`config.mk`:
```
export PLATFORM = sky130hd
export DESIGN_NAME = dsp_packet_accum
export DESIGN_NICKNAME = d
export VERILOG_FILES = /design/src/rtl/dsp_pkg.sv /design/src/rtl/axis_out_reg.sv /design/src/rtl/dsp_packet_accum.sv
export SDC_FILE = /design/constraint.sdc
export NUM_CORES = 1
export LEC_CHECK = 0
export ABC_CLOCK_PERIOD_IN_PS = 7400
export CELL_PAD_IN_SITES_DETAIL_PLACEMENT = 2
export CELL_PAD_IN_SITES_GLOBAL_PLACEMENT = 2
export CORE_AREA = 2 2 138 174
export DETAILED_ROUTE_END_ITERATION = 8
export DIE_AREA = 0 0 140 176
export PLACE_DENSITY = 0.95
export SYNTH_ARGS = -nofsm -noshare
export SYNTH_HDL_FRONTEND = slang
export SYNTH_SLANG_ARGS = --single-unit
```
`constraint.sdc`:
```
create_clock -name clk -period 7.4 [get_ports clk]
set_input_delay 1.48 -clock clk [delete_from_list [all_inputs] [get_ports clk]]
set_output_delay 1.48 -clock clk [all_outputs]
set_load 0.01 [all_outputs]
```
`src/rtl/dsp_pkg.sv`:
```
`default_nettype none
// ============================================================================
// Module   : dsp_pkg
// Brief    : Shared widths, accumulator state encoding and saturating add.
// Revision : 1.0
// ============================================================================
package dsp_pkg;

    localparam int unsigned DSP_DATA_WIDTH = 33;
    localparam int unsigned DSP_ACC_WIDTH  = 48;
    localparam int unsigned DSP_CNT_WIDTH  = 16;
    localparam int unsigned SAT_W          = 64;

    typedef enum logic [0:0] {
        IDLE = 1'b0,
        ACC  = 1'b1
    } acc_state_t;

    // Result is {overflow, sum}; the sum clamps to 2^width-1 (width <= SAT_W).
    function automatic logic [SAT_W:0] sat_add(
        input logic [SAT_W-1:0] a,
        input logic [SAT_W-1:0] b,
        input int unsigned      width
    );
        logic [SAT_W:0]   sum;
        logic [SAT_W-1:0] limit;
        logic             over;
        sum   = {1'b0, a} + {1'b0, b};
        limit = ~({SAT_W{1'b1}} << width);
        over  = sum[SAT_W] | (sum[SAT_W-1:0] > limit);
        if (over) begin
            sat_add = {1'b1, limit};
        end else begin
            sat_add = {1'b0, sum[SAT_W-1:0]};
        end
    endfunction

endpackage
`default_nettype wire

```
`src/rtl/axis_out_reg.sv`:
```
`default_nettype none
// ============================================================================
// Module   : axis_out_reg
// Brief    : One-entry valid/ready output slice holding sum, count and ovf.
// Revision : 1.0
// ============================================================================
module axis_out_reg #(
    parameter int unsigned ACC_WIDTH = 48,
    parameter int unsigned CNT_WIDTH = 16
) (
    input  logic                 clk,
    input  logic                 rst,
    input  logic                 in_valid,
    input  logic [ACC_WIDTH-1:0] in_data,
    input  logic [CNT_WIDTH-1:0] in_count,
    input  logic                 in_ovf,
    output logic                 in_ready,
    output logic                 out_valid,
    output logic [ACC_WIDTH-1:0] out_data,
    output logic [CNT_WIDTH-1:0] out_count,
    output logic                 out_ovf,
    input  logic                 out_ready
);

    // Free to load when empty or when the held entry leaves this cycle.
    assign in_ready = !out_valid || out_ready;

    always_ff @(posedge clk) begin
        if (rst) begin
            out_valid <= 1'b0;
            out_data  <= '0;
            out_count <= '0;
            out_ovf   <= 1'b0;
        end else if (in_valid && in_ready) begin
            out_valid <= 1'b1;
            out_data  <= in_data;
            out_count <= in_count;
            out_ovf   <= in_ovf;
        end else if (out_ready) begin
            out_valid <= 1'b0;
        end
    end

endmodule
`default_nettype wire

```
`src/rtl/dsp_packet_accum.sv`:
```
`default_nettype none
// ============================================================================
// Module   : dsp_packet_accum
// Brief    : Sums unsigned samples per AXI-Stream packet with saturation.
// Revision : 1.0
// ============================================================================
module dsp_packet_accum
    import dsp_pkg::*;
#(
    parameter int unsigned DATA_WIDTH = DSP_DATA_WIDTH,
    parameter int unsigned ACC_WIDTH  = DSP_ACC_WIDTH,
    parameter int unsigned CNT_WIDTH  = DSP_CNT_WIDTH
) (
    input  logic                  clk,
    input  logic                  rst,
    input  logic                  s_axis_valid,
    input  logic [DATA_WIDTH-1:0] s_axis_data,
    input  logic                  s_axis_last,
    output logic                  s_axis_ready,
    output logic                  m_axis_valid,
    output logic [ACC_WIDTH-1:0]  m_axis_data,
    output logic [CNT_WIDTH-1:0]  m_axis_count,
    output logic                  m_axis_ovf,
    output logic                  m_axis_last,
    input  logic                  m_axis_ready
);

    acc_state_t           state, state_next;
    logic [ACC_WIDTH-1:0] acc, acc_next, base_acc, beat_acc;
    logic [CNT_WIDTH-1:0] cnt, cnt_next, base_cnt, beat_cnt;
    logic                 ovf, ovf_next, base_ovf, beat_ovf;
    logic [SAT_W:0]       acc_res, cnt_res;
    logic                 in_xfer, out_load;

    assign in_xfer     = s_axis_valid && s_axis_ready;
    assign m_axis_last = m_axis_valid;

    always_ff @(posedge clk) begin
        if (rst) begin
            state <= IDLE;
            acc   <= '0;
            cnt   <= '0;
            ovf   <= 1'b0;
        end else begin
            state <= state_next;
            acc   <= acc_next;
            cnt   <= cnt_next;
            ovf   <= ovf_next;
        end
    end

    always_comb begin
        // In IDLE the beat starts a fresh packet, so it adds onto zero.
        base_acc = (state == ACC) ? acc : '0;
        base_cnt = (state == ACC) ? cnt : '0;
        base_ovf = (state == ACC) ? ovf : 1'b0;

        acc_res  = sat_add(SAT_W'(base_acc), SAT_W'(s_axis_data), ACC_WIDTH);
        cnt_res  = sat_add(SAT_W'(base_cnt), SAT_W'(1), CNT_WIDTH);
        beat_acc = acc_res[ACC_WIDTH-1:0];
        beat_cnt = cnt_res[CNT_WIDTH-1:0];
        // Bits above the target width are zero by construction; folding them
        // in keeps the whole function result live.
        beat_ovf = base_ovf
                 | acc_res[SAT_W] | (|acc_res[SAT_W-1:ACC_WIDTH])
                 | cnt_res[SAT_W] | (|cnt_res[SAT_W-1:CNT_WIDTH]);

        state_next = state;
        acc_next   = acc;
        cnt_next   = cnt;
        ovf_next   = ovf;
        out_load   = 1'b0;

        if (in_xfer) begin
            if (s_axis_last) begin
                state_next = IDLE;
                acc_next   = '0;
                cnt_next   = '0;
                ovf_next   = 1'b0;
                out_load   = 1'b1;
            end else begin
                state_next = ACC;
                acc_next   = beat_acc;
                cnt_next   = beat_cnt;
                ovf_next   = beat_ovf;
            end
        end
    end

    axis_out_reg #(
        .ACC_WIDTH (ACC_WIDTH),
        .CNT_WIDTH (CNT_WIDTH)
    ) u_out_reg (
        .clk       (clk),
        .rst       (rst),
        .in_valid  (out_load),
        .in_data   (beat_acc),
        .in_count  (beat_cnt),
        .in_ovf    (beat_ovf),
        .in_ready  (s_axis_ready),
        .out_valid (m_axis_valid),
        .out_data  (m_axis_data),
        .out_count (m_axis_count),
        .out_ovf   (m_axis_ovf),
        .out_ready (m_axis_ready)
    );

endmodule
`default_nettype wire

```
Word level (Yosys, flattened, before mapping):

Index checks and enable logic that the tools add are counted.

* register bits after elaboration: 132
* word-level logic and storage cells: 38

* add/subtract/negate cells: 2
* $lt $le $gt $ge: 2
* muxes and demuxes: 13
* bitwise logic cells: 6
* reduce and logical (&&, ||, !) cells: 7

Operator list (count)
* 65-bit 2-to-1 mux: 2
* 48-bit 2-to-1 mux: 2
* 48-bit by 33-bit adder with 49-bit output: 1
* 49-bit by 48-bit > comparator with 1-bit output (second input constant): 1
* 48-bit OR reduction: 1
* 16-bit 2-to-1 mux: 2
* 16-bit by 1-bit adder with 17-bit output (second input constant): 1
* 17-bit by 16-bit > comparator with 1-bit output (second input constant): 1
* 16-bit OR reduction: 1
* 1-bit 2-to-1 mux: 7
* 1-bit OR: 4
* 1-bit logical AND: 2
* 1-bit OR (first input constant): 2
* 2-bit nonzero test: 1
* 1-bit zero test: 1
* 1-bit logical OR: 1

Logic depth before layout (Yosys ltp):

Gate-level depths: netlist of run 1.

* depth in word-level cells: 10
* depth in mapped cells: 19
* depth with buffers taken out: 13

Modules after synthesis:

From an unflattened synthesis of run 1, not the netlist that was laid out.

* cells, all modules: 1064
* area, all modules: 8632.0 µm²

By module, submodules not included
* dsp_packet_accum: times used 1, cells an instance 763, area an instance 5748.0 µm²
* axis_out_reg: times used 1, cells an instance 301, area an instance 2884.0 µm²

Worst setup path after synthesis of run 1:

OpenSTA, ideal clock, no wires.

* kind: register -> register
* start: reg state
* end: reg u_out_reg.out_data[44]
* setup time: 0.139 ns
* arrival time: 3.919 ns
* required time: 7.261 ns
* setup slack: 3.343 ns
* cell stages (with the launch flop): 18
* buffers on the path: 6
* clock period less this slack: 4.057 ns
* cell sequence: dfxtp_1 -> buf_2 -> clkbuf_1 -> clkbuf_1 -> clkbuf_1 -> clkbuf_1 -> and2_1 -> ha_1 -> buf_2 -> nand4_1 -> or3_1 -> nor2_1 -> o2111ai_2 -> a2111oi_4 -> nor2_2 -> o311a_1 -> nor3_1 -> a211oi_1

* word-level cells in the longest chain between the ends: 5

Ends and longest elaborated chain
* from (decl): RTL line dsp_packet_accum.sv:28 `acc_state_t state, state_next;`
* from (signal assigned): RTL line dsp_packet_accum.sv:45 `state <= state_next;`
* 48-bit 2-to-1 mux *: RTL line dsp_packet_accum.sv:54 `base_acc = (state == ACC) ? acc : '0;`
* 48-bit by 33-bit adder with 49-bit output *: RTL line dsp_pkg.sv:28 `sum = {1'b0, a} + {1'b0, b};`
* 49-bit by 48-bit > comparator with 1-bit output: RTL line dsp_pkg.sv:30 `over = sum[SAT_W] | (sum[SAT_W-1:0] > limit);`
* 1-bit OR: RTL line dsp_pkg.sv:30
* 65-bit 2-to-1 mux *: RTL line dsp_pkg.sv:31 `if (over) begin`
* to (signal assigned): RTL line axis_out_reg.sv:36 `out_data <= in_data;`
* to (decl): RTL line axis_out_reg.sv:19 `output logic [ACC_WIDTH-1:0] out_data,`

Mark *: on every way between the ends. The rest lies on a longest branch, timed or not.
A chain may end at the register's enable or synchronous reset.

Worst setup path after layout of run 1:

* start: in s_axis_data[0]
* end: reg acc[9]

* word-level cells in the longest chain between the ends: 5

Ends and longest elaborated chain
* from (decl): RTL line dsp_packet_accum.sv:17 `input logic [DATA_WIDTH-1:0] s_axis_data,`
* 48-bit by 33-bit adder with 49-bit output *: RTL line dsp_pkg.sv:28
* 49-bit by 48-bit > comparator with 1-bit output: RTL line dsp_pkg.sv:30
* 1-bit OR: RTL line dsp_pkg.sv:30
* 65-bit 2-to-1 mux *: RTL line dsp_pkg.sv:31
* 48-bit 2-to-1 mux *: RTL line dsp_packet_accum.sv:75 `if (s_axis_last) begin`
* to (signal assigned): RTL line dsp_packet_accum.sv:46 `acc <= acc_next;`
* to (decl): RTL line dsp_packet_accum.sv:29 `logic [ACC_WIDTH-1:0] acc, acc_next, base_acc, beat_acc;`

Marks and branches as above.

==> results.toml, run 1 <==
[status]
status = "finished with violations"
violations = "design-rule violations"

[synthesis]
synth_edf_count = 0
avgSynthCellArea_um2 = 7.57
yosysSeqAreaShare = 0.333
synth_area_leaders = "dfxtp_1, nand2_1, nor2_1"
syn-cell-area_mm2 = 0.00795
synth_mux_area_frac = 0.0102
synth_fa_ha_area_frac = 0.0576
synth_compound_area_frac = 0.237
ys_types = 69
netlist.top_cell.by_area = "dfxtp_1"
synth_top_family_by_area = "simple AND/OR/NAND/NOR gates"
synthSimpleGateAreaFrac = 0.261
yosysTopAreaCellShare = 0.333
syn-num-nets = 1123
async_flop_share = 0
yosysWarnings = 0
syn_inst = 1049
synth_xor_area_frac = 0.0529
synth_seq_cells = 132
ys.flop_type = "dfxtp_1"

[final_layout]
layout_common_cells = "nand2_1, dfxtp_1, nor2_1"
syn2layout_area_growth_pct = 22.1
layout-drive-gt1-share = 0.0561
layout.nets = 1184
mostFrequentLayoutCell = "nand2_1"
antenna_cells = 0
final.fill_count = 2490
fin_util = 0.424

[die]
coreArea_mm2 = 0.0229
placementRows = 62
start_util = 0.347
die_width_um = 140
die_y_um = 176
dieArea_mm2 = 0.0246
io_pins = 106

[pwr]
switching_share = 0.291
power_uw = 1960
power_density_mw_per_mm2 = 202
p_comb_frac = 0.148
switchingPower_uw = 572
p_seq_frac = 0.392
p_leak_uw = 0.00370
p_clk_frac = 0.460
p_int_uw = 1390
ir_drop_v = 0.000171

[sta]
drv_slew = 0
final.period_utilization = 0.711
rsz0062_at_grt = "false"
setup_violations = 0
relSlewSlack = 0.294
min_period_ns = 5.26
hold_viol = 0
clock.fmax_mhz = 190
skew_ns = 0.0169
tns_ns = 0
worst-slew-pin-transition_ns = 1.06

[clock_network]
cts_sinks = 132
h-tree-depth = 4
clk_path_buf_depth = 2
cts_resized = 0
cts_buffers = 17
clockRootBuffer = "clkbuf_16"
holdBufCountCts = 0
cts_setup_buffers = 0
clock_latency_ns = 0.45
cts_tree = "built"
cts.clk_slew.worst_paths_ns = 0.06

[routing]
drcViolationCount = 6
drt_iter0_drc = 653
avgRoutedWirePerCell_um = 26.4
drt_pass1_iterations = 9
via_count = 8709
vias_per_cell = 6.18
routed_wl_mm = 37.2
ant_nets = 0

[global_routing]
overflow = 0
grt-busiest-layer = "met2"
antenna_found_initial = 0
gr-usage-met1 = 0.332
gr-usage-all-layers = 0.304
met2_usage = 0.562
grt_max_degree = 73
grt_use_met3 = 0.0502
grt_first_pass_wirelength_mm = 57.9
grt_pass1_vias = 9750

[hold_path]
hold_path.class = "reg -> reg"

[placed_design]
port_buffers = 105
hpwl_mm = 23.7
gp_congestion = 0.913

[critical_path]
critPathKind = "in -> reg"
endpoint_kind = "register"
path_max_fanout = 51
arrival_ns = 5.62
startpoint_type = "input pin"
worstPathRequired_ns = 7.76

[flow_run]
cap_viol_max_count = 0
-- final cells by class --
cell class / count / area [um2] / share of cell area
well taps: 288 / 360 / 0.0371
inverters: 15 / 56.3 / 0.00580
flip-flops and latches: 132 / 2640 / 0.272
multi-input cells: 829 / 4920 / 0.507
clock buffers: 19 / 443 / 0.0456
repair buffers: 115 / 1120 / 0.116
clock inverters: 12 / 155 / 0.0160
-- path summary, 6_finish.rpt --
kind	start	endpoint	slack (ns)	depth (start not counted)
setup / recovery	s_axis_data[0]	acc[9]$_SDFFE_PP0P_	2.14	14
hold / removal	acc[32]$_SDFFE_PP0P_	acc[32]$_SDFFE_PP0P_	0.44	2
setup reg to reg	state$_SDFFE_PP0P_	acc[9]$_SDFFE_PP0P_	2.44	13
hold reg to reg	acc[32]$_SDFFE_PP0P_	acc[32]$_SDFFE_PP0P_	0.44	2
-- layer usage --
layer  routed length, um  part of all wire
met1               14400              0.39
met2               19400              0.52
met3                1460             0.039
met4                1940             0.052
met5                   0                 0
-- synth_stat cells (9+ instances only) --
cell type and instances:
dfxtp_1 132, nand2_1 132, nor2_1 126, a21oi_1 89, o21ai_0 68, nor3_1 65, clkbuf_1 57, and2_1 43
ha_1 35, xnor2_1 26, nand3_1 23, xor2_1 22, a21o_1 20, a211oi_1 16, inv_1 15, o22ai_1 12
a22oi_1 11, and3_1 10, nand4_1 9
-- critical path, stage by stage --
cell and delay [ns]:
clkdlybuf4s50_1 0.48, ha_1 0.22, inv_1 0.08, fa_1 0.42, nand2b_1 0.19, a21o_1 0.23
a21oi_1 0.21, o2111ai_2 0.19, a2111oi_4 0.45, nor2_2 0.17, nor3_4 0.39, buf_4 0.56
o21ai_0 0.25, a21oi_1 0.25
-- stage by stage --
stage	hold WS, ns	instances	setup WS [ns]	area [um2]
after global placement	0.419	1379	2.22	9110
final	0.440	1410	2.14	9700
after floorplan	0.408	1049	3.34	7950
after CTS	0.442	1410	2.17	9700
after detailed placement	0.431	1379	1.92	9110
after global routing	0.461	1410	1.99	9700
-- state kept, by name (all words and copies together) (netlist names) --
signal               count
u_out_reg.out_ovf        1
ovf                      1
state                    1
u_out_reg.out_valid      1
u_out_reg.out_count     16
cnt                     16
u_out_reg.out_data      48
acc                     48
-- kinds of logic after synthesis --
logic type	after synthesis
multiplexers	8
flip-flops	132
AO/OA/AOI/OAI	293
AND/OR/NAND/NOR	444
XOR/XNOR	48
adder cells (fa/ha/maj)	36
buffers and inverters	88
-- power by group through the flow --
stage               Sequential (uW)  Combinational, uW  Clock (uW)
detailed placement              782                276           0
floorplan                       783                142           0
CTS                             769                288         903
finish                          770                292         903
global route                    772                309         940
global placement                779                259           0
(Power assumes the default switching activity.)
==> run 2, diff against run 1 <==
--- a/config.mk
+++ b/config.mk
@@ -5,13 +5,13 @@
 export SDC_FILE = /design/constraint.sdc
 export NUM_CORES = 1
 export LEC_CHECK = 0
-export ABC_CLOCK_PERIOD_IN_PS = 7400
+export ABC_CLOCK_PERIOD_IN_PS = 4450
 export CELL_PAD_IN_SITES_DETAIL_PLACEMENT = 2
 export CELL_PAD_IN_SITES_GLOBAL_PLACEMENT = 2
-export CORE_AREA = 2 2 138 174
+export CORE_AREA = 2 2 152 191
 export DETAILED_ROUTE_END_ITERATION = 8
-export DIE_AREA = 0 0 140 176
-export PLACE_DENSITY = 0.95
+export DIE_AREA = 0 0 154 193
+export PLACE_DENSITY = 0.86
 export SYNTH_ARGS = -nofsm -noshare
 export SYNTH_HDL_FRONTEND = slang
 export SYNTH_SLANG_ARGS = --single-unit
==> constraint.sdc (replaced) <==
create_clock -name clk -period 4.45 [get_ports clk]
set_input_delay 0.89 -clock clk [delete_from_list [all_inputs] [get_ports clk]]
set_output_delay 0.89 -clock clk [all_outputs]
set_load 0.01 [all_outputs]
==> run 2 against run 1 <==
Compared with the run above: the flow now finishes without violations; design area grew 2.2%; clock power grew 55%; register-to-register slack lost 1.8 ns; via count shrank 6.5%; count of clock-buffer cells in the layout grew 1; clock skew shrank 0.0091 ns; power grew 60%; worst hold slack is essentially flat; die area grew 21%; non-clock buffer count grew 19; sequential cell count is the same; core utilization shrank 7.1 points; critical path type unchanged; highest routed layer unchanged.
==> results.toml, run 2 (synthesized netlist as in run 1, its figures left out) <==
[routing]
drt_iter0_drc = 328
via_count = 8144
drt_pass1_iterations = 4
avgRoutedWirePerCell_um = 20.9
vias_per_cell = 5.44
drcViolationCount = 0
routed_wl_mm = 31.2
ant_nets = 0

[placed_design]
hpwl_mm = 21.9
port_buffers = 105
gp_congestion = 0.867
placed_area_mm2 = 0.00934
dp_cells = 1465

[pwr]
p_leak_uw = 0.00379
power_density_mw_per_mm2 = 317
power_uw = 3150
ir_drop_v = 0.000195

[sta]
tns_ns = 0
final.period_utilization = 0.892
rsz0062_at_grt = "false"
drv_slew = 0
worst-slew-pin-transition_ns = 0.939
relSlewSlack = 0.374
hold_viol = 0
min_period_ns = 3.97
skew_ns = 0.00782
setup_violations = 0
clock.fmax_mhz = 252

[critical_path]
cp_common_cell = "a21oi_1"
crit_buf_inv = 3
slowest_stage = "clkdlybuf4s50_1"
cp_num_cells = 14
path_max_fanout = 52
critPathLaunch = "s_axis_data[0]"
cp-endpoint = "acc[13]$_SDFFE_PP0P_"
worst_r2r_path_depth = 13
rrSetupSlack_ns = 0.65
startpoint_type = "input pin"
critPathMaxStageDelay_ns = 0.48
worstReg2RegStart = "state$_SDFFE_PP0P_"
arrival_ns = 4.33
r2r-end = "u_out_reg.out_data[39]$_SDFFE_PP0P_"
critical_path.cell_chain = "clkdlybuf4s50_1, ha_1, inv_1, fa_1, nand2b_1, a21o_1, a21oi_1, o2111ai_2, a2111oi_4, nor2_2, nor3_4, buf_12, o21ai_0, a21oi_1"
critPathKind = "in -> reg"
worstPathRequired_ns = 4.81
endpoint_kind = "register"
crit_family = "compound AO/OA/AOI/OAI gates"

[global_routing]
grt_pass1_vias = 9039
antenna_found_initial = 0
gr-usage-all-layers = 0.213
grt_max_degree = 78
overflow = 0
grt_first_pass_wirelength_mm = 49.9

[clock_network]
clockRootBuffer = "clkbuf_16"
cts_resized = 0
clk_path_buf_depth = 2
cts_buffers = 17
cts.clk_slew.worst_paths_ns = 0.06
h-tree-depth = 4
cts_tree = "built"
holdBufCountCts = 0
cts_sinks = 132
cts_setup_buffers = 0
clock_latency_ns = 0.44

[final_layout]
layout.nets = 1203
antenna_cells = 0
final.fill_count = 3208
syn2layout_area_growth_pct = 24.8
mostFrequentLayoutCell = "nand2_1"
layout_common_cells = "nand2_1, dfxtp_1, nor2_1"
fin_cells = 1497
layout-drive-gt1-share = 0.0736
stdcell_area_mm2 = 0.00991
top_regs = "acc x48, u_out_reg.out_data x48"

[die]
start_util = 0.283
die_width_um = 154
placementRows = 69
die_y_um = 193
dieArea_mm2 = 0.0297
io_pins = 106
coreArea_mm2 = 0.0281

[hold_path]
hold_path.class = "reg -> reg"

[flow_run]
cap_viol_max_count = 0

[status]
status = "finished clean"
==> run 2: how the worst min path moves through the flow <==
stage                               startpoint                    to  slack [ns]  depth (start not counted)
after floorplan           acc[23]$_SDFFE_PP0P_  acc[23]$_SDFFE_PP0P_        0.41                          2
after global placement    acc[32]$_SDFFE_PP0P_  acc[32]$_SDFFE_PP0P_        0.42                          2
after detailed placement  acc[32]$_SDFFE_PP0P_  acc[32]$_SDFFE_PP0P_        0.44                          2
after CTS                 acc[32]$_SDFFE_PP0P_  acc[32]$_SDFFE_PP0P_        0.44                          2
after global routing      acc[32]$_SDFFE_PP0P_  acc[32]$_SDFFE_PP0P_        0.46                          2
final                     acc[32]$_SDFFE_PP0P_  acc[32]$_SDFFE_PP0P_        0.44                          2
==> run 2: per-layer routing <==
layer	global-route usage	part of all wire	wire, um	vias to the layer above
met5	0	0	0	-
met4	0.0845	0.027	844	0
met3	0.0291	0.027	828	58
met2	0.406	0.53	16500	146
met1	0.239	0.42	13000	4063
li1	-	-	-	3877
==> run 2: final cells by class <==
class	instances	area [um2]	area share
Clock buffer	20	467	0.0471
Clock inverter	12	106	0.0107
Inverter	15	56.3	0.00568
Multi-Input combinational cell	829	4920	0.496
Sequential cell	132	2640	0.267
Tap cell	355	444	0.0448
Timing Repair Buffer	134	1280	0.129
==> run 2: through the flow <==
stage | utilization | setup WS [ns] | hold WS [ns]
5_1_grt | 0.353 | 0.244 | 0.464
2_1_floorplan | - | 0.393 | 0.408
3_3_place_gp | 0.333 | 0.178 | 0.418
3_5_place_dp | 0.333 | 0.0597 | 0.436
6_report | 0.353 | 0.480 | 0.440
4_1_cts | 0.353 | 0.492 | 0.443
==> run 2: where the power goes <==
group          internal, uW  leakage, uW  switching, uW  total (uW)
clock network           810     0.000274            591        1400
registers              1240      0.00108           35.0        1270
logic                   195      0.00243            279         474
total                  2240      0.00379            905        3150
==> run 2: worst min-delay path: cells and delay by family, from the launching register on <==
| family | cells | cell delay (ns) |
|---|---|---|
| DFF | 1 | 0.31 |
| and+or+nand+nor | 2 | 0.09 |
==> run 3, diff against run 2 <==
--- a/config.mk
+++ b/config.mk
@@ -5,13 +5,13 @@
 export SDC_FILE = /design/constraint.sdc
 export NUM_CORES = 1
 export LEC_CHECK = 0
-export ABC_CLOCK_PERIOD_IN_PS = 4450
+export ABC_CLOCK_PERIOD_IN_PS = 4970
 export CELL_PAD_IN_SITES_DETAIL_PLACEMENT = 2
 export CELL_PAD_IN_SITES_GLOBAL_PLACEMENT = 2
-export CORE_AREA = 2 2 152 191
+export CORE_AREA = 2 2 138 174
 export DETAILED_ROUTE_END_ITERATION = 8
-export DIE_AREA = 0 0 154 193
-export PLACE_DENSITY = 0.86
+export DIE_AREA = 0 0 140 176
+export PLACE_DENSITY = 0.95
 export SYNTH_ARGS = -nofsm -noshare
 export SYNTH_HDL_FRONTEND = slang
 export SYNTH_SLANG_ARGS = --single-unit
==> constraint.sdc (replaced) <==
create_clock -name clk -period 4.97 [get_ports clk]
set_input_delay 0.994 -clock clk [delete_from_list [all_inputs] [get_ports clk]]
set_output_delay 0.994 -clock clk [all_outputs]
set_load 0.01 [all_outputs]
==> run 3 against run 2 <==
Compared with the run above: the flow now finishes with violations (design-rule violations); largest power group unchanged; clock skew up 0.0014 ns; die area shrank 17%; register-to-register slack got worse by 0.27 ns; sequential share of layout area grew 0.15 points; critical endpoint is now u_out_reg.out_data[25]$_SDFFE_PP0P_; routed wire length increased by 21%; power shrank 1.4%; critical path type is now reg -> reg; sequential power shrank 9%; highest routed layer unchanged; via count up 8.6%.
==> results.toml, run 3 (synthesized netlist as in run 1, its figures left out) <==
[clock_network]
cts_buffers = 17
clk_path_buf_depth = 2
holdBufCountCts = 0
cts_sinks = 132
cts_resized = 0
cts.clk_slew.worst_paths_ns = 0.06
clock_latency_ns = 0.45
cts_setup_buffers = 0
cts_tree = "built"
clockRootBuffer = "clkbuf_16"
h-tree-depth = 4

[sta]
setup_violations = 0
relSlewSlack = 0.446
final.period_utilization = 0.923
skew_ns = 0.00925
worst-slew-pin-transition_ns = 0.829
fin_hold_ws_ns = 0.438
tns_ns = 0
rsz0062_at_grt = "false"
clock.fmax_mhz = 218
hold_viol = 0
min_period_ns = 4.59
drv_slew = 0

[global_routing]
grt_max_degree = 56
grt_first_pass_wirelength_mm = 58.9
grt-busiest-layer = "met2"
grt_use_met3 = 0.0496
grt_pass1_vias = 9836
gr-usage-all-layers = 0.308
met2_usage = 0.560
overflow = 0
gr-usage-met1 = 0.340
antenna_found_initial = 0

[die]
start_util = 0.347
io_pins = 106
die_width_um = 140
coreArea_mm2 = 0.0229
dieArea_mm2 = 0.0246
die_y_um = 176
placementRows = 62

[routing]
ant_nets = 0
via_count = 8843
avgRoutedWirePerCell_um = 26.5
routed_wl_mm = 37.6
drt_iter0_drc = 568
drcViolationCount = 6
drt_pass1_iterations = 7
vias_per_cell = 6.22

[final_layout]
top_regs = "acc x48, u_out_reg.out_data x48"
layout.nets = 1194
mostFrequentLayoutCell = "nand2_1"
layout_common_cells = "nand2_1, dfxtp_1, nor2_1"
syn2layout_area_growth_pct = 24.1
antenna_cells = 0
fin_cells = 1421
layout-drive-gt1-share = 0.0662
final.fill_count = 2521

[critical_path]
r2r-end = "u_out_reg.out_data[25]$_SDFFE_PP0P_"
path_max_fanout = 32
worstReg2RegStart = "state$_SDFFE_PP0P_"
slowest_stage = "dfxtp_2"
arrival_ns = 4.93
critPathLaunch = "state$_SDFFE_PP0P_"
worstPathRequired_ns = 5.31
critical_path.cell_chain = "and2_1, ha_1, inv_1, fa_1, nand2b_1, a21o_1, a21oi_1, o2111ai_2, a2111oi_4, nor2_2, nor3_2, nor2_1, a211oi_1"
worst_r2r_path_depth = 13
rrSetupSlack_ns = 0.38
cp-endpoint = "u_out_reg.out_data[25]$_SDFFE_PP0P_"
critPathMaxStageDelay_ns = 0.80
endpoint_kind = "register"
startpoint_type = "register"
critPathKind = "reg -> reg"

[pwr]
p_leak_uw = 0.00379
p_comb_frac = 0.142
p_clk_frac = 0.488
p_int_uw = 2240
power_density_mw_per_mm2 = 315
ir_drop_v = 0.000263
p_seq_frac = 0.370
switching_share = 0.277
power_uw = 3100
switchingPower_uw = 858

[placed_design]
gp_congestion = 0.895
hpwl_mm = 23.5
port_buffers = 105
dp_cells = 1389

[flow_run]
cap_viol_max_count = 0

[status]
status = "finished with violations"
violations = "design-rule violations"

[hold_path]
hold_path.class = "reg -> reg"
## run 3: changes by cell type in the layout (fill, tap and decap cells not counted), sizes merged
cell | before | now
buf | 30 | 21
clkinv | 7 | 4
bufinv | 1 | 6
inv | 15 | 16
clkinvlp | 4 | 2
clkbuf | 20 | 19
## run 3: cell type report
class	count	area [um2]	area share
multi-input combinational	829	4920	0.499
sequential	132	2640	0.268
tap	288	360	0.0366
timing repair buffer	125	1200	0.122
clock inverter	13	228	0.0231
inverter	15	56.3	0.00571
clock buffer	19	453	0.0460
## run 3: worst min path at each step
stage	from	to	slack, ns	depth (start not counted)
3_3_place_gp	acc[23]$_SDFFE_PP0P_	acc[23]$_SDFFE_PP0P_	0.42	2
5_1_grt	acc[32]$_SDFFE_PP0P_	acc[32]$_SDFFE_PP0P_	0.46	2
3_5_place_dp	acc[32]$_SDFFE_PP0P_	acc[32]$_SDFFE_PP0P_	0.43	2
4_1_cts	acc[32]$_SDFFE_PP0P_	acc[32]$_SDFFE_PP0P_	0.44	2
2_1_floorplan	acc[23]$_SDFFE_PP0P_	acc[23]$_SDFFE_PP0P_	0.41	2
6_report	acc[32]$_SDFFE_PP0P_	acc[32]$_SDFFE_PP0P_	0.44	2
## run 3: power by group through the flow
| stage | Sequential (uW) | Combinational [uW] | Clock, uW |
|---|---|---|---|
| after floorplan | 1170 | 211 | 0 |
| after global placement | 1160 | 391 | 0 |
| after detailed placement | 1170 | 411 | 0 |
| after CTS | 1150 | 434 | 1520 |
| after global routing | 1150 | 468 | 1560 |
| final | 1150 | 440 | 1520 |
## run 3: layer usage
metal,vias up,share of wire
li1,3860,-
met1,4467,0.38
met2,375,0.52
met3,141,0.050
met4,0,0.051
met5,-,0
## run 3: worst max-delay path: cells and delay by family (launching register included)
family,cells,cell delay (ns)
compound gates,5,1.48
fa+ha+maj,2,0.65
buf+inv,1,0.10
flops,1,0.80
simple gates,5,1.41
## run 3: stage by stage
| step | worst slack [ns] | area [um2] | utilization |
|---|---|---|---|
| 3_5_place_dp | 0.328 | 9180 | 0.401 |
| 2_1_floorplan | 0.913 | 7950 | - |
| 3_3_place_gp | 0.530 | 9180 | 0.401 |
| 6_report | 0.382 | 9860 | 0.431 |
| 5_1_grt | 0.227 | 9860 | 0.431 |
| 4_1_cts | 0.429 | 9860 | 0.431 |
==> edit: new RTL, config.mk and constraints of run 2 <==
Change the package constant `DSP_CNT_WIDTH` from 16 to 14.
--- a/src/rtl/dsp_pkg.sv
+++ b/src/rtl/dsp_pkg.sv
@@ -9,5 +9,5 @@
     localparam int unsigned DSP_DATA_WIDTH = 33;
     localparam int unsigned DSP_ACC_WIDTH  = 48;
-    localparam int unsigned DSP_CNT_WIDTH  = 16;
+    localparam int unsigned DSP_CNT_WIDTH  = 14;
     localparam int unsigned SAT_W          = 64;
 
Interface: changed (resized m_axis_count); port bits go from 106 to 104. The function was not compared with the original's and may differ.
==> edit against run 2 <==
- maximum frequency is 4.2% higher
- final area down 2.0%
- worst setup slack gained 0.16 ns
- sequential cell count shrank 4
- count of clock-buffer cells in the layout fell by 1
- utilization down 0.72 points
- power increased by 3.0%
- highest routed layer unchanged
- wire length decreased by 7.2%
- area after synthesis shrank 2.6%
==> edit: results <==
export IMPL_via_count=7787
export IMPL_power_ir_vdd_worst_mv=0.250
export IMPL_yosysUniqueCellTypes=72
export IMPL_async_reset_ff_frac=0
export IMPL_drt_first_iter_violations=305
export IMPL_cts_htree_levels=4
export IMPL_compound_cell_area_share_of_the_yosys_netlist=0.271
export IMPL_met2_length_um=15300
export IMPL_ys_warnings_count=0
export IMPL_pin_count_of_the_biggest_net_entering_global_routing=44
export IMPL_clock_skew_final_ns=0.0152
export IMPL_design_final_nets=1139
export IMPL_cellPowerDensity_nw_per_um2=334
export IMPL_via_count_of_the_first_global_routing_pass=8519
export IMPL_ctsResizeCount=0
export IMPL_num_antenna_cells=0
export IMPL_grtUsageTotal=0.198
export IMPL_drt_first_pass_iters=4
export IMPL_grt_pass1_wl_um=46700
export IMPL_globalRouteMet2Util=0.377
export IMPL_maxSlewHeadroom=0.238
export IMPL_place_gp_congestion=0.838
export IMPL_post_synth_most_frequent_cells="128 x sky130_fd_sc_hd__dfxtp_1, 124 x sky130_fd_sc_hd__nor2_1, 123 x sky130_fd_sc_hd__nand2_1, 67 x sky130_fd_sc_hd__o21ai_0, 59 x sky130_fd_sc_hd__a21oi_1"
export IMPL_layout_drive_gt1_share=0.0788
export IMPL_yosys_area_share_adder=0.0592
export IMPL_dp_final_hpwl_um=20700
export IMPL_met1_length_um=12200
export IMPL_highest_layer="met4"
export IMPL_crit_slowest_cell="sky130_fd_sc_hd__o21ai_1"
export IMPL_post_synth_xor_area_fraction=0.0543
export IMPL_synth_seq_area_share=0.331
export IMPL_cellLeakagePower_nw=3.64
export IMPL_gr_usage_met3=0.0344
export IMPL_groute_layer_met1_usage=0.223
export IMPL_grt_antenna_before_repair=0
export IMPL_power_sequential_w=0.00123
export IMPL_post_dp_cell_area_um2=9070
export IMPL_yosys_mux_area_fraction=0.00550
export IMPL_timing_critical_path_slowest_cell_delay_ns=0.56
export IMPL_cts_root_to_sink_buffers=2
export IMPL_placement_io_buffers=103
export IMPL_reg_clk_slew_reported_paths_ns=0.07
export IMPL_timing_critical_path_fanout_max=6
export IMPL_antenna_left=0
export IMPL_clockNetworkPower_w=0.00157
export IMPL_netlist_top_cells_area="sky130_fd_sc_hd__dfxtp_1 33%, sky130_fd_sc_hd__nor2_1 6.0%, sky130_fd_sc_hd__nand2_1 6.0%"
export IMPL_netSwitchingPower_w=0.000888
export IMPL_slew_violations=0
export IMPL_met3_wl_um=831
export IMPL_outcome="completed"
export IMPL_post_drt_wl_per_cell_um=20.2
export IMPL_setup_buffers_after_cts=0
export IMPL_timing_hold_worst_class="reg2reg"
edit: worst paths after layout:
path	start	to	slack (ns)	cells after the start
min	acc[0]	acc[0]	0.44	2
max	s_axis_data[0]	u_out_reg.out_data[34]	0.64	12
min reg2reg	acc[0]	acc[0]	0.44	2
max reg2reg	state	cnt[9]	0.71	12
edit: cell type report:
type / instances / area [µm²]
Sequential cell: 128 / 2560
Multi-Input combinational cell: 782 / 4820
Inverter: 14 / 52.6
Clock buffer: 19 / 443
Fill cell: 3111 / 18300
Clock inverter: 13 / 199
Tap cell: 355 / 444
Timing Repair Buffer: 122 / 1190
edit: per-stage QoR:
stage               hold slack (ns)  cells   util  setup WS (ns)
finish                        0.438   1433  0.346          0.639
detailed placement            0.429   1401  0.323          0.262
floorplan                     0.408    993      -          0.675
global placement              0.420   1401  0.323          0.421
global route                  0.455   1433  0.346          0.427
CTS                           0.440   1433  0.346          0.697
